### src/rtl/offboard_frame_tx.sv
// -----------------------------------------------------------------------------
// offboard_frame_tx
//
// Framing stage that sits after the half-rate clock-domain crossing on the
// off-board link. Payload words arrive as a 32-bit valid/ready stream. Every
// FRAME_WORDS payload words are wrapped in a header word and a trailer word:
//   header  = {8'hA5, seq[7:0], 8'h00, FRAME_WORDS[7:0]}
//   trailer = {8'h5A, pad_cnt[7:0], csum[15:0]}
// If a frame is partially filled and the input then stays idle for
// FLUSH_TIMEOUT beats, the rest of the frame is filled with PAD_WORD.
// The block only advances on clk edges where half_clock is high (a "beat").
//
// Build option:
//   OFFBOARD_FRAME_CHECKSUM_EN  defined   -> the trailer carries a 16-bit
//                                            checksum of all payload/pad words
//                               undefined -> trailer[15:0] is 16'h0000
//
// Parameters:
//   FRAME_WORDS    payload words per frame (1..255)
//   FLUSH_TIMEOUT  idle beats before a partial frame is padded (0 = never)
//   PAD_WORD       value used for pad words
//
// Ports:
//   clk          system clock
//   rst          synchronous active-high reset
//   half_clock   beat qualifier from the half-rate divider
//   t0_data      payload word in
//   t0_valid     payload word valid
//   t0_ready     payload word accepted on this beat
//   i0_data      framed output word
//   i0_valid     framed output word valid
//   i0_ready     downstream ready
//   frame_count  number of frames whose trailer was accepted (wraps)
// -----------------------------------------------------------------------------
module offboard_frame_tx #(
  parameter int          FRAME_WORDS   = 8,
  parameter int          FLUSH_TIMEOUT = 64,
  parameter logic [31:0] PAD_WORD      = 32'h0000_0000
) (
  input  logic        clk,
  input  logic        rst,
  input  logic        half_clock,
  input  logic [31:0] t0_data,
  input  logic        t0_valid,
  output logic        t0_ready,
  output logic [31:0] i0_data,
  output logic        i0_valid,
  input  logic        i0_ready,
  output logic [15:0] frame_count
);

  localparam int               IDLE_W     = (FLUSH_TIMEOUT > 0) ? $clog2(FLUSH_TIMEOUT + 1) : 1;
  localparam logic [IDLE_W-1:0] IDLE_MAX  = IDLE_W'(FLUSH_TIMEOUT);
  localparam logic [7:0]       LAST_IDX   = 8'(FRAME_WORDS - 1);
  localparam logic [7:0]       FW_BYTE    = 8'(FRAME_WORDS);
  localparam bit               TIMEOUT_EN = (FLUSH_TIMEOUT != 0);

  // S_TRAIL_ACK holds the loaded trailer until downstream takes it; the
  // end-of-frame bookkeeping happens only once the trailer really leaves.
  typedef enum logic [2:0] {
    S_IDLE,
    S_PAYLOAD,
    S_PAD,
    S_TRAILER,
    S_TRAIL_ACK
  } state_t;

  state_t             state_reg;
  state_t             state_next;

  logic [31:0]        i0_data_reg;
  logic               i0_valid_reg;
  logic [7:0]         seq_reg;
  logic [15:0]        frame_count_reg;
  logic [7:0]         pay_cnt_reg;
  logic [7:0]         pad_cnt_reg;
  logic [IDLE_W-1:0]  idle_cnt_reg;

  logic               beat;
  logic               slot_free;
  logic               in_xfer;
  logic               out_xfer;
  logic               pay_last;
  logic               timeout_hit;
  logic               idle_inc;

  logic               load_en;
  logic [31:0]        load_data;
  logic               cnt_inc;     // a payload or pad word is loaded
  logic               pad_inc;     // the loaded word is a pad word
  logic               frame_done;  // trailer accepted downstream
  logic [15:0]        csum_value;

  assign beat        = half_clock;
  assign slot_free   = !i0_valid_reg || i0_ready;
  assign out_xfer    = beat && i0_valid_reg && i0_ready;
  assign in_xfer     = beat && t0_valid && t0_ready;
  assign pay_last    = (pay_cnt_reg == LAST_IDX);
  assign timeout_hit = TIMEOUT_EN && (pay_cnt_reg != 8'd0) && (idle_cnt_reg == IDLE_MAX);

  // Idle beats only count once the frame has started; the counter stops at
  // the timeout value so it cannot wrap back below it.
  assign idle_inc = beat && (state_reg == S_PAYLOAD) && !t0_valid &&
                    (pay_cnt_reg != 8'd0) && (idle_cnt_reg != IDLE_MAX);

  // ---------------------------------------------------------------------------
  // FSM: state register
  // ---------------------------------------------------------------------------
  always_ff @(posedge clk) begin
    if (rst) begin
      state_reg <= S_IDLE;
    end else begin
      state_reg <= state_next;
    end
  end

  // ---------------------------------------------------------------------------
  // FSM: next-state logic
  // ---------------------------------------------------------------------------
  always_comb begin
    state_next = state_reg;
    case (state_reg)
      S_IDLE: begin
        if (beat && t0_valid && slot_free) begin
          state_next = S_PAYLOAD;
        end
      end
      S_PAYLOAD: begin
        if (in_xfer) begin
          if (pay_last) begin
            state_next = S_TRAILER;
          end
        end else if (beat && timeout_hit) begin
          state_next = S_PAD;
        end
      end
      S_PAD: begin
        if (beat && slot_free && pay_last) begin
          state_next = S_TRAILER;
        end
      end
      S_TRAILER: begin
        if (beat && slot_free) begin
          state_next = S_TRAIL_ACK;
        end
      end
      S_TRAIL_ACK: begin
        if (out_xfer) begin
          state_next = S_IDLE;
        end
      end
      default: state_next = S_IDLE;
    endcase
  end

  // ---------------------------------------------------------------------------
  // FSM: outputs and datapath controls
  // ---------------------------------------------------------------------------
  always_comb begin
    t0_ready   = 1'b0;
    load_en    = 1'b0;
    load_data  = 32'h0000_0000;
    cnt_inc    = 1'b0;
    pad_inc    = 1'b0;
    frame_done = 1'b0;
    case (state_reg)
      S_IDLE: begin
        // The header goes out first; the waiting payload word stays on t0.
        load_en   = beat && t0_valid && slot_free;
        load_data = {8'hA5, seq_reg, 8'h00, FW_BYTE};
      end
      S_PAYLOAD: begin
        t0_ready  = slot_free;
        load_en   = beat && t0_valid && slot_free;
        load_data = t0_data;
        cnt_inc   = beat && t0_valid && slot_free;
      end
      S_PAD: begin
        load_en   = beat && slot_free;
        load_data = PAD_WORD;
        cnt_inc   = beat && slot_free;
        pad_inc   = beat && slot_free;
      end
      S_TRAILER: begin
        load_en   = beat && slot_free;
        load_data = {8'h5A, pad_cnt_reg, csum_value};
      end
      S_TRAIL_ACK: begin
        frame_done = out_xfer;
      end
      default: begin
        load_en = 1'b0;
      end
    endcase
  end

  // ---------------------------------------------------------------------------
  // Output register and frame counters
  // ---------------------------------------------------------------------------
  always_ff @(posedge clk) begin
    if (rst) begin
      i0_valid_reg    <= 1'b0;
      i0_data_reg     <= 32'h0000_0000;
      seq_reg         <= 8'h00;
      frame_count_reg <= 16'h0000;
      pay_cnt_reg     <= 8'h00;
      pad_cnt_reg     <= 8'h00;
      idle_cnt_reg    <= '0;
    end else begin
      if (load_en) begin
        i0_valid_reg <= 1'b1;
        i0_data_reg  <= load_data;
      end else if (out_xfer) begin
        i0_valid_reg <= 1'b0;
      end

      if (frame_done) begin
        seq_reg         <= seq_reg + 8'd1;
        frame_count_reg <= frame_count_reg + 16'd1;
        pay_cnt_reg     <= 8'h00;
        pad_cnt_reg     <= 8'h00;
        idle_cnt_reg    <= '0;
      end else begin
        if (cnt_inc) begin
          pay_cnt_reg <= pay_cnt_reg + 8'd1;
        end
        if (pad_inc) begin
          pad_cnt_reg <= pad_cnt_reg + 8'd1;
        end
        if (in_xfer) begin
          idle_cnt_reg <= '0;
        end else if (idle_inc) begin
          idle_cnt_reg <= idle_cnt_reg + 1'b1;
        end
      end
    end
  end

  // ---------------------------------------------------------------------------
  // Checksum: 16-bit sum of both halves of every payload and pad word
  // ---------------------------------------------------------------------------
`ifdef OFFBOARD_FRAME_CHECKSUM_EN
  logic [15:0] csum_reg;
  logic [15:0] word_half [2];

  genvar gi;
  for (gi = 0; gi < 2; gi++) begin : g_half
    assign word_half[gi] = load_data[gi*16 +: 16];
  end

  always_ff @(posedge clk) begin
    if (rst || frame_done) begin
      csum_reg <= 16'h0000;
    end else if (cnt_inc) begin
      csum_reg <= csum_reg + word_half[1] + word_half[0];
    end
  end

  assign csum_value = csum_reg;
`else
  assign csum_value = 16'h0000;
`endif

  assign i0_data     = i0_data_reg;
  assign i0_valid    = i0_valid_reg;
  assign frame_count = frame_count_reg;

endmodule

### config.mk
export PLATFORM = sky130hd
export DESIGN_NAME = offboard_frame_tx
export DESIGN_NICKNAME = d
export VERILOG_FILES = /design/src/rtl/offboard_frame_tx.sv
export SDC_FILE = /design/constraint.sdc
export NUM_CORES = 1
export LEC_CHECK = 0
export BUFFER_PORTS_ARGS = -buffer_cell sky130_fd_sc_hd__buf_4
export CAP_MARGIN = 20
export CORE_MARGIN = 4
export CORE_UTILIZATION = 55
export CTS_CLUSTER_DIAMETER = 80
export CTS_CLUSTER_SIZE = 24
export DETAILED_ROUTE_END_ITERATION = 12
export PLACE_DENSITY = 0.81
export REMOVE_ABC_BUFFERS = 1
export SLEW_MARGIN = 20
export SYNTH_ARGS = -nofsm -noshare
export SYNTH_HDL_FRONTEND = slang
export SYNTH_SLANG_ARGS = --single-unit
### constraint.sdc
create_clock -name clk -period 5.2 [get_ports clk]
set_input_delay 0.26 -clock clk [delete_from_list [all_inputs] [get_ports clk]]
set_output_delay 0.26 -clock clk [all_outputs]
set_load 0.01 [all_outputs]
==> summary.md, run 1 <==
| Metric | Value |
|---|---|
| Status | completed |
| Placeable Area | 0.006495 mm2 |
| Synth area leader | dfxtp_1 |
| DRT Wirelength | between 8 and 9 mm |
| Number of remaining DRC errors | 0 |
| Vias | ~3300 |
| Worst Reg-to-Reg Cells | 5 |
| Met2 Use GR | 35.95% |
| GR Layer Usage met3 | 5.167% |
| Initial Utilization | 57.72% |
| Total gr overflow | 0 |
| Layout area overhead | 22.36% |
| Worst relative slew slack | between 40% and 50% |
| HP Class | in2reg |
| First-pass GRT wire length | around 15 mm |
| Skew-Pair Late Insertion Delay | between 0.3 and 0.4 ns |
| #FFs+latches synth | 83 |
| Final-stage net count | roughly 560 |
| Setup TNS | 0 ns |
| I/O Buffers | 86 |
| Crit. Startpoint | state_reg[1]$_SDFFE_PP0P_ |
| DIE WIDTH | between 90 and 100 um |
| VDD IR max | 185.0 uV |
| Distinct cells, synth | 42 |
| Number of flops mapped to enable cells by yosys | 0 |
| Crit-path cells | nor2_2 -> and3_1 -> nand3_1 -> or3_1 -> a21oi_1 |
| Slew Limit Fails | 0 |
| Internal power | 0.9798 mW |
| WHS | about 0.17 ns |
| Max Fclk | 384.9 MHz |
| RSZ-0062 raised after global routing | false |
| Post-CTS setup buffers | 0 |
| GRT Max-Usage Layer | met2 |
| Asr flop ratio synth | 0% |
| Comb pwr share | 16.2% |
| Final worst-path cycle share | 49.96% |
| TritonRoute pass-1 iters | 4 |
| R2R Setup Slk | 2.60 ns |
| Die footprint | 0.008200 mm2 |
| Vias per cell | 5.590 |
| Worst EP required | 5.48 ns |
| Syn. warnings | 0 |
| Slew @ Worst Pin | 0.7790 ns |
| Top area cells in the synthesized netlist | dfxtp_1, xor2_1, nor2_1 |
| # clock sinks | 83 |
| Crit path kind | reg2reg |
| P_sw | 0.3773 mW |
| Crit end category | flop |
| Layout Skew | 0.006768 ns |
| Post-synth top area share | 44.33% |
| Share of cells above drive strength 1 | a little under a quarter |
| Data arrival, critical path | 2.88 ns |
| Clock Root Buffer | clkbuf_8 |
| Largest net degree at the start of global routing | 63 |
| Number of global-route vias before repair | 3205 |
| Cts hold-fix bufs | 0 |
| Pwr Density | roughly 300 mW/mm2 |
| Syn Std Cell Area | 0.003749 mm2 |
| Site Rows | 29 |
| Max cap viols | 0 |
| Clk slew on worst S/H paths | roughly 0.080 ns |
| DP HPWL | roughly 6.2 mm |
| Worst r2r src | state_reg[1]$_SDFFE_PP0P_ |
| Post-synthesis sequential area ratio | 44.33% |
| Worst path max stage delay | ~0.65 ns |
| Gate Count Post-Synth | between 400 and 500 |
| Leak | 1.839 nW |
| Mean Syn Cell Area | approximately 8.4 um2 |
| Post-layout min period | between 2 and 3 ns |
| # H-tree levels | 3 |
| DR iter-0 viols | 165 |
| Met1 usage | a little over a quarter |
| GPL Wtd Cong | 0.7657 |
| # IOs | 87 |
| Final std cells w/o fill | 598 |
| Critical Path Sink | frame_count[7]$_SDFFE_PP0P_ |
| Initial antenna violation count | 0 |
| Number of antenna cells inserted | 0 |
| Placed Cells | just under 600 |
| CTS max path bufs | 2 |
| Top FF cell, synth | dfxtp_1 |
| Crit-path max FO | 22 |
| All-Layer GR Usage | 21.77% |
| Critical path's slowest cell | and3_1 |
| Sw Ratio | 27.80% |
| Chip height | 90.56 um |
| Clock Power Share | 33.4% |
| Routed Antenna Nets | 0 |
| Total CTS buffers | 9 |
| Final Hold Fails | 0 |
| Register share of total power | 50.4% |
| TritonCTS clock tree | built |
| Max reg flops | 32 |
| FF-to-FF End | frame_count[7]$_SDFFE_PP0P_ |
| DR WL/cell | around 15 um |
| Final setup fails | 0 |
| Worst setup SP type | flop |
| Post-CTS sizing | 0 |
==> cells in the final DEF (no fill, tap or decap), types with 2 or more instances in the layout <==
cell	Yosys	layout
nand2b_1	3	3
dfxtp_1	83	83
nand2_1	45	45
nor4_1	2	2
clkinv_2	0	3
nand3_1	28	28
xor2_1	31	31
nor2b_1	3	3
nor3_1	7	6
ha_1	7	7
buf_4	0	89
nand3_2	2	2
mux2_2	8	8
inv_1	5	5
a22oi_1	8	8
nand4_1	17	17
o211ai_1	4	4
a21oi_1	39	39
xnor2_1	6	6
o21ai_0	8	8
nor3b_2	2	2
nor2_1	65	65
clkbuf_8	0	10
and2_1	2	2
mux2i_1	4	4
and3_1	11	11
a211oi_1	4	4
or3_1	7	7
and4_1	3	3
==> metal layers <==
metal / up-vias / part of all wire, %
met5: - / 0
met4: 0 / 1.9
met2: 93 / 48
met1: 1560 / 44
met3: 15 / 5.8
li1: 1675 / -
==> worst min-delay path by stage <==
stage	start	endpoint	slack, ns	cells past startpoint
global placement	i0_data[15]$_SDFFE_PP0P_	i0_data[15]$_SDFFE_PP0P_	0.44	2
floorplan	rst	frame_count[10]$_SDFFE_PP0P_	0.33	1
global route	t0_data[0]	i0_data[0]$_SDFFE_PP0P_	0.18	3
finish	t0_data[7]	i0_data[7]$_SDFFE_PP0P_	0.17	3
CTS	t0_data[7]	i0_data[7]$_SDFFE_PP0P_	0.17	3
detailed placement	i0_data[8]$_SDFFE_PP0P_	i0_data[8]$_SDFFE_PP0P_	0.44	2
==> power by group through the flow <==
stage / registers (mW) / clock network, mW / logic (mW)
floorplan: 0.698 / 0 / 0.115
global placement: 0.696 / 0 / 0.212
detailed placement: 0.697 / 0 / 0.218
CTS: 0.683 / 0.462 / 0.220
global route: 0.688 / 0.489 / 0.243
finish: 0.684 / 0.454 / 0.220
==> critical path, delay by kind of cell, from the launching register on <==
family,cells,cell delay [ns]
DFF,1,0.56
AOI/OAI and AO/OA,1,0.13
and+or+nand+nor,4,1.83
==> through the flow <==
stage | setup slack (ns) | area (um2) | utilization, % | total power, mW
finish | 2.602 | 4587 | 70.62 | 1.357
global route | 2.321 | 4587 | 70.62 | 1.420
floorplan | 2.736 | 3626 | - | 0.8136
global placement | 2.809 | 4395 | 67.67 | 0.9082
CTS | 2.627 | 4587 | 70.62 | 1.364
detailed placement | 2.683 | 4395 | 67.67 | 0.9158
==> layout make-up <==
type                       instances  area, um2
sequential                        83       1662
clock inverter                     5      53.80
fill                             509       1908
clock buffer                      10      137.6
tap                               77      96.34
multi-input combinational        329       1951
inverter                           5      18.77
timing repair buffer              89      668.1
==> cell families (layout without fill, tap and decap cells) <==
logic type	after synthesis	count (layout)	synth area share [%]
AO/OA/AOI/OAI	66	66	10.05
XOR/XNOR	37	37	8.645
adder cells (fa/ha/maj)	7	7	2.336
buffers and inverters	34	109	3.772
flip-flops	83	83	44.33
multiplexers	12	12	3.471
AND/OR/NAND/NOR	207	207	27.40
==> synthesized netlist by cell type, types with 5 or more instances <==
master    instances
inv_1             5
nand3_1          28
ha_1              7
and3_1           11
nand4_1          17
nor3_1            7
xor2_1           31
dfxtp_1          83
o21ai_0           8
mux2_2            8
a22oi_1           8
nor2_1           65
clkbuf_1         23
a21oi_1          39
xnor2_1           6
buf_2             5
or3_1             7
nand2_1          45
No activity file was read; power rests on OpenSTA's default activity.
==> inputs of run 2 (changes only) <==
--- a/config.mk
+++ b/config.mk
@@ -8,11 +8,11 @@
 export BUFFER_PORTS_ARGS = -buffer_cell sky130_fd_sc_hd__buf_4
 export CAP_MARGIN = 20
 export CORE_MARGIN = 4
-export CORE_UTILIZATION = 55
+export CORE_UTILIZATION = 54
 export CTS_CLUSTER_DIAMETER = 80
 export CTS_CLUSTER_SIZE = 24
 export DETAILED_ROUTE_END_ITERATION = 12
-export PLACE_DENSITY = 0.81
+export PLACE_DENSITY = 0.8
 export REMOVE_ABC_BUFFERS = 1
 export SLEW_MARGIN = 20
 export SYNTH_ARGS = -nofsm -noshare
==> constraint.sdc (replaced) <==
create_clock -name clk -period 2.61 [get_ports clk]
set_input_delay 0.1305 -clock clk [delete_from_list [all_inputs] [get_ports clk]]
set_output_delay 0.1305 -clock clk [all_outputs]
set_load 0.01 [all_outputs]
==> run 2 against run 1 <==
  * Sequential power up 99%
  * Combinational power up 100%
  * Die area up 1.7%
  * Clock skew up 0.0024 ns
  * Sequential cell count unchanged
  * Clock power up 77%
  * Power up 92%
  * Critical path depth up 1
==> summary.md, run 2 (synthesis results as in run 1) <==
| Metric | Value |
|---|---|
| Total CTS buffers | 9 (unchanged) |
| TritonCTS clock tree | built |
| Cts hold-fix bufs | 0 (unchanged) |
| Worst Hold End | i0_data[14]$_SDFFE_PP0P_ |
| Critical hold path startpoint | t0_data[14] |
| Setup TNS | 0 ns (unchanged) |
| Max cap viols | 0 (unchanged) |
| Initial Utilization | 55.48% (-2.2 points) |
| # H-tree levels | 3 (unchanged) |
| Largest net degree at the start of global routing | 62 (-1.6%) |
| Critical path's slowest cell | dfxtp_1 |
| Worst r2r src | state_reg[0]$_SDFFE_PP0P_ |
| Crit-path cells | nor2b_1 -> nand3_1 -> nor3b_2 -> nand4_1 -> xor2_1 -> nor2_1 |
| Initial antenna violation count | 0 (unchanged) |
| Max Fclk | 439.6 MHz (+14%) |
| Commonest non-fill, non-tap cells in the layout | buf_4, dfxtp_1, nor2_1, nand2_1, a21oi_1 |
| Slew @ Worst Pin | 0.7148 ns (-0.06425 ns) |
| Placeable Area | 0.006756 mm2 (+4.0%) |
| TritonRoute pass-1 iters | 4 (unchanged) |
| DIE WIDTH | 91.32 um (+0.84%) |
| GPL Wtd Cong | 0.8355 (+9.1%) |
| Final setup fails | 0 (unchanged) |
| RSZ-0062 raised after global routing | false |
| Clk slew on worst S/H paths | 0.08 ns (about the same) |
| All-Layer GR Usage | 21.10% (-0.67 points) |
| Site Rows | 30 (+3.4%) |
| Post-CTS setup buffers | 0 (unchanged) |
| # IOs | 87 (unchanged) |
| Clock Root Buffer | clkbuf_8 |
| Crit path kind | reg2reg |
| Crit-path max FO | 17 (-23%) |
| Worst path max stage delay | 0.66 ns (about the same) |
| Data arrival, critical path | 2.50 ns (-0.38 ns) |
| DR WL/cell | 14.23 um (-3.5%) |
| FF-to-FF End | idle_cnt_reg[5]$_SDFFE_PP0P_ |
| Hold path depth | 3 (unchanged) |
| HP Class | in2reg |
| VDD IR max | 354.8 uV (+92%) |
| DR iter-0 viols | 198 (+20%) |
| Skew-Pair Late Insertion Delay | 0.34 ns (about the same) |
| Status | completed |
| DP HPWL | 6.286 mm (+1.0%) |
| Share of cells above drive strength 1 | 23.81% (+0.58 points) |
| WHS | 0.04913 ns (-0.1228 ns) |
| # clock sinks | 83 (unchanged) |
| Max reg flops | 32 (unchanged) |
| Worst relative slew slack | 52.35% (+4.4 points) |
| Routed Antenna Nets | 0 (unchanged) |
| Slew Limit Fails | 0 (unchanged) |
| Chip height | 91.32 um (+0.84%) |
| Post-layout min period | 2.275 ns (-0.3232 ns) |
| Crit end category | flop |
| Final worst-path cycle share | 87.16% (+37 points) |
| Leak | 1.841 nW (+0.12%) |
| Number of global-route vias before repair | 3198 (-0.22%) |
| Commonest non-fill, non-tap cell in the layout | buf_4 |
| Layout fillers | 580 (+14%) |
| Vias per cell | 5.501 (-1.6%) |
| Final Hold Fails | 0 (unchanged) |
| Number of remaining DRC errors | 0 (unchanged) |
| Worst Reg-to-Reg Cells | 6 (+1) |
| Post-CTS sizing | 0 (unchanged) |
| Worst EP required | 2.83 ns (-2.65 ns) |
| CTS max path bufs | 2 (unchanged) |
| Vias | 3328 (-0.45%) |
| Number of antenna cells inserted | 0 (unchanged) |
| Die footprint | 0.008338 mm2 (+1.7%) |
| First-pass GRT wire length | 14.61 mm (-2.1%) |
| R2R Setup Slk | 0.34 ns (-2.27 ns) |
| Final-stage net count | 565 (+0.71%) |
| Pwr Density | 567.0 mW/mm2 (+92%) |
| DRT Wirelength | 8.609 mm (-2.4%) |
| Layout area overhead | 22.63% |
| Total gr overflow | 0 (unchanged) |
| Layout Skew | 0.009183 ns (+0.002415 ns) |
| I/O Buffers | 86 (unchanged) |
| Worst setup SP type | flop |
[run 2: cell count changes in the layout (fill, tap and decap cells not counted), sizes merged]
| cell | delta |
|---|---|
| buf | +4 |
| bufinv | -1 |
| clkinv | -1 |
| clkinvlp | +2 |
[run 2: how the worst max path moves through the flow]
stage,from,to
detailed placement,state_reg[0]$_SDFFE_PP0P_,idle_cnt_reg[5]$_SDFFE_PP0P_
global route,state_reg[0]$_SDFFE_PP0P_,idle_cnt_reg[5]$_SDFFE_PP0P_
CTS,state_reg[0]$_SDFFE_PP0P_,idle_cnt_reg[5]$_SDFFE_PP0P_
finish,state_reg[0]$_SDFFE_PP0P_,idle_cnt_reg[5]$_SDFFE_PP0P_
floorplan,state_reg[1]$_SDFFE_PP0P_,i0_data[25]$_SDFFE_PP0P_
global placement,state_reg[0]$_SDFFE_PP0P_,idle_cnt_reg[6]$_SDFFE_PP0P_
[run 2: final cells by class]
class	count	area (um2)	share of cell area [%]
Clock inverter	5	30.03	0.6532
Inverter	5	18.77	0.4083
Clock buffer	10	137.6	2.994
Multi-Input combinational cell	329	1951	42.43
Timing Repair Buffer	93	698.2	15.19
Tap cell	80	100.1	2.177
Sequential cell	83	1662	36.15
[run 2: per-layer routing]
| metal | wire length (um) | up-vias | track usage [%] |
|---|---|---|---|
| li1 | - | 1690 | - |
| met5 | 0 | - | 0 |
| met1 | 3825 | 1551 | 25.98 |
| met3 | 449 | 11 | 5.468 |
| met4 | 111 | 0 | 5.402 |
| met2 | 4223 | 76 | 36.60 |
[run 2: where the power goes]
| group | total, mW | switching [mW] | leakage (nW) | internal, mW |
|---|---|---|---|---|
| combinational | 0.447 | 0.249 | 1.09 | 0.197 |
| clock | 0.804 | 0.442 | 0.0839 | 0.361 |
| sequential | 1.36 | 0.0499 | 0.670 | 1.31 |
[run 2: per-stage QoR]
step,cells,setup slack (ns),power [mW],instance area [um2],util [%]
finish,605,0.3352,2.606,4597,68.04
global route,605,0.1088,2.740,4597,68.04
detailed placement,590,0.3389,1.834,4429,65.56
floorplan,417,0.1463,1.621,3626,-
CTS,605,0.3282,2.625,4597,68.04
global placement,590,0.4952,1.823,4429,65.56
[run 2: worst max-delay path: cells and delay by family (launching register included)]
family / cells / cell delay [ns]
xor+xnor: 1 / 0.17
flops: 1 / 0.66
simple gates: 5 / 1.32
==> inputs of run 3 (changes only) <==
--- a/config.mk
+++ b/config.mk
@@ -12,6 +12,7 @@
 export CTS_CLUSTER_DIAMETER = 80
 export CTS_CLUSTER_SIZE = 24
 export DETAILED_ROUTE_END_ITERATION = 12
+export HOLD_SLACK_MARGIN = 0.1
 export PLACE_DENSITY = 0.8
 export REMOVE_ABC_BUFFERS = 1
 export SLEW_MARGIN = 20
==> run 3 against run 2 <==
  * Hold slack improved by 0.056 ns
  * Sequential cell count is the same
  * Utilization grew 2.2 points
  * Worst setup slack better by 0.00082 ns
  * Global-route usage rose by 0.56 points
  * Register-to-register slack about the same
  * Combinational power is 4.5% higher
  * Maximum frequency hardly changed
  * Clock power about the same
  * Power grew 0.93%
  * Critical endpoint unchanged
==> summary.md, run 3 (synthesis results as in run 1) <==
| Metric | Value |
|---|---|
| # H-tree levels | 3 (unchanged) |
| R2R Setup Slk | 0.34 ns (about the same) |
| Setup TNS | 0 ns (unchanged) |
| Placed Cells | 590 (unchanged) |
| # clock sinks | 83 (unchanged) |
| Total CTS buffers | 9 (unchanged) |
| Highest routed layer | met4 |
| Crit-path cells | nor2b_1 -> nand3_1 -> nor3b_2 -> nand4_1 -> xor2_1 -> nor2_1 |
| Chip height | 91.32 um (unchanged) |
| Status | completed |
| I/O Buffers | 86 (unchanged) |
| Final Hold Fails | 0 (unchanged) |
| Layout area overhead | 26.64% |
| RSZ-0062 raised after global routing | false |
| TritonCTS clock tree | built |
| Final-stage net count | 580 (+2.7%) |
| Worst setup SP type | flop |
| HP Class | in2reg |
| Share of cells above drive strength 1 | 23.15% (-0.66 points) |
| Total gr overflow | 0 (unchanged) |
| Data arrival, critical path | 2.50 ns (about the same) |
| Worst setup margin | 0.3360 ns (+0.0008230 ns) |
| All-Layer GR Usage | 21.66% (+0.56 points) |
| Final core occ | 70.26% (+2.2 points) |
| Commonest non-fill, non-tap cell in the layout | buf_4 |
| Post-CTS setup buffers | 0 (unchanged) |
| First-pass GRT wire length | 14.94 mm (+2.2%) |
| Slew @ Worst Pin | 0.7110 ns (-0.003777 ns) |
| Layout Skew | 0.01110 ns (+0.001919 ns) |
| GPL Wtd Cong | 0.8355 (unchanged) |
| Number of global-route vias before repair | 3302 (+3.3%) |
| Final setup fails | 0 (unchanged) |
| Post-place setup slack | 0.3389 ns (unchanged) |
| Initial Utilization | 55.48% (unchanged) |
| DR iter-0 viols | 196 (-1.0%) |
| Max cap viols | 0 (unchanged) |
| DR WL/cell | 14.52 um (+2.0%) |
| Worst Reg-to-Reg Cells | 6 (unchanged) |
| Clock Root Buffer | clkbuf_8 |
| Max reg flops | 32 (unchanged) |
| Site Rows | 30 (unchanged) |
| DIE WIDTH | 91.32 um (unchanged) |
| Largest net degree at the start of global routing | 62 (unchanged) |
| Post-layout min period | 2.274 ns (-0.0008230 ns) |
| TritonRoute pass-1 iters | 4 (unchanged) |
| Final std cells w/o fill | 620 (+2.5%) |
| VDD IR max | 357.5 uV (+0.74%) |
| DP HPWL | 6.286 mm (unchanged) |
| Critical path's slowest cell | dfxtp_1 |
| Leak | 1.904 nW (+3.4%) |
| Max Fclk | 439.8 MHz (about the same) |
| WP buf/inv | 0 (unchanged) |
| Crit-path max FO | 17 (unchanged) |
| Initial antenna violation count | 0 (unchanged) |
| Routed Antenna Nets | 0 (unchanged) |
| Met1 wire length | 3.913 mm (+2.3%) |
| Crit path kind | reg2reg |
| Layout fillers | 548 (-5.5%) |
| Worst Hold End | i0_valid$_SDFFE_PP0P_ |
| Vias per cell | 5.521 (+0.37%) |
| Worst path max stage delay | 0.67 ns (about the same) |
| Hold path depth | 4 (+1) |
| Met2 wire len | 4.540 mm (+7.5%) |
| Slew Limit Fails | 0 (unchanged) |
| Vias | 3423 (+2.9%) |
| FF-to-FF End | idle_cnt_reg[5]$_SDFFE_PP0P_ |
| Worst r2r src | state_reg[0]$_SDFFE_PP0P_ |
| Skew-Pair Late Insertion Delay | 0.34 ns (about the same) |
| Final worst-path cycle share | 87.13% (about the same) |
| Worst EP required | 2.83 ns (about the same) |
| Number of remaining DRC errors | 0 (unchanged) |
| Worst relative slew slack | 52.60% (+0.25 points) |
| Critical hold path startpoint | i0_ready |
| Largest delay share family, worst path | simple AND/OR/NAND/NOR gates |
| DRT Wirelength | 9.002 mm (+4.6%) |
| Crit end category | flop |
| CTS max path bufs | 2 (unchanged) |
| Die footprint | 0.008338 mm2 (unchanged) |
| Number of antenna cells inserted | 0 (unchanged) |
| Pwr Density | 554.2 mW/mm2 (-2.3%) |
| Commonest non-fill, non-tap cells in the layout | buf_4, dfxtp_1, nor2_1, nand2_1, a21oi_1 |
| # IOs | 87 (unchanged) |
| Clk slew on worst S/H paths | 0.08 ns (about the same) |
| Routed met3 length | 461 um (+2.7%) |
| Placeable Area | 0.006756 mm2 (unchanged) |
[run 3: stage by stage]
stage | cell area [um2] | hold WS, ns | total power [mW]
2_1_floorplan | 3626 | 0.1996 | 1.621
3_3_place_gp | 4429 | 0.4002 | 1.823
3_5_place_dp | 4429 | 0.4062 | 1.834
4_1_cts | 4747 | 0.1011 | 2.643
5_1_grt | 4747 | 0.1129 | 2.760
6_report | 4747 | 0.1055 | 2.631
[run 3: worst max-delay path by stage]
stage,start,to,cells after the start,slack (ns)
after floorplan,state_reg[1]$_SDFFE_PP0P_,i0_data[25]$_SDFFE_PP0P_,4,0.15
after global placement,state_reg[0]$_SDFFE_PP0P_,idle_cnt_reg[6]$_SDFFE_PP0P_,6,0.50
after detailed placement,state_reg[0]$_SDFFE_PP0P_,idle_cnt_reg[5]$_SDFFE_PP0P_,6,0.34
after CTS,state_reg[0]$_SDFFE_PP0P_,idle_cnt_reg[5]$_SDFFE_PP0P_,6,0.33
after global routing,state_reg[0]$_SDFFE_PP0P_,idle_cnt_reg[5]$_SDFFE_PP0P_,6,0.11
final,state_reg[0]$_SDFFE_PP0P_,idle_cnt_reg[5]$_SDFFE_PP0P_,6,0.34
[run 3: final cells by class]
cell class / instances / area (um2) / share of cell area, %
Sequential cell: 83 / 1662 / 35.00
Inverter: 5 / 18.77 / 0.3954
Clock buffer: 10 / 137.6 / 2.899
Clock inverter: 5 / 30.03 / 0.6326
Timing Repair Buffer: 108 / 848.3 / 17.87
Tap cell: 80 / 100.1 / 2.109
Multi-Input combinational cell: 329 / 1951 / 41.09
[run 3: timing repair]
item	4_1_cts	5_1_grt
hold endpoints to repair	15	0
gates resized for setup	0	0
hold buffers	15	0
[run 3: report_power, final]
part	switching [mW]	total (mW)	internal, mW
clock network	0.445	0.807	0.361
logic	0.256	0.467	0.212
registers	0.0504	1.36	1.31
total	0.751	2.63	1.88
[run 3: metal layers]
metal	global-route usage, %	vias to the layer above
li1	-	1720
met1	26.08	1599
met2	38.99	96
met3	4.971	8
met4	5.025	0
met5	0	-
[run 3: worst reg2reg max path: cells and delay by family, from the launching register on]
family | cells | cell delay, ns
flip-flops | 1 | 0.67
XOR/XNOR | 1 | 0.17
AND/OR/NAND/NOR | 5 | 1.32
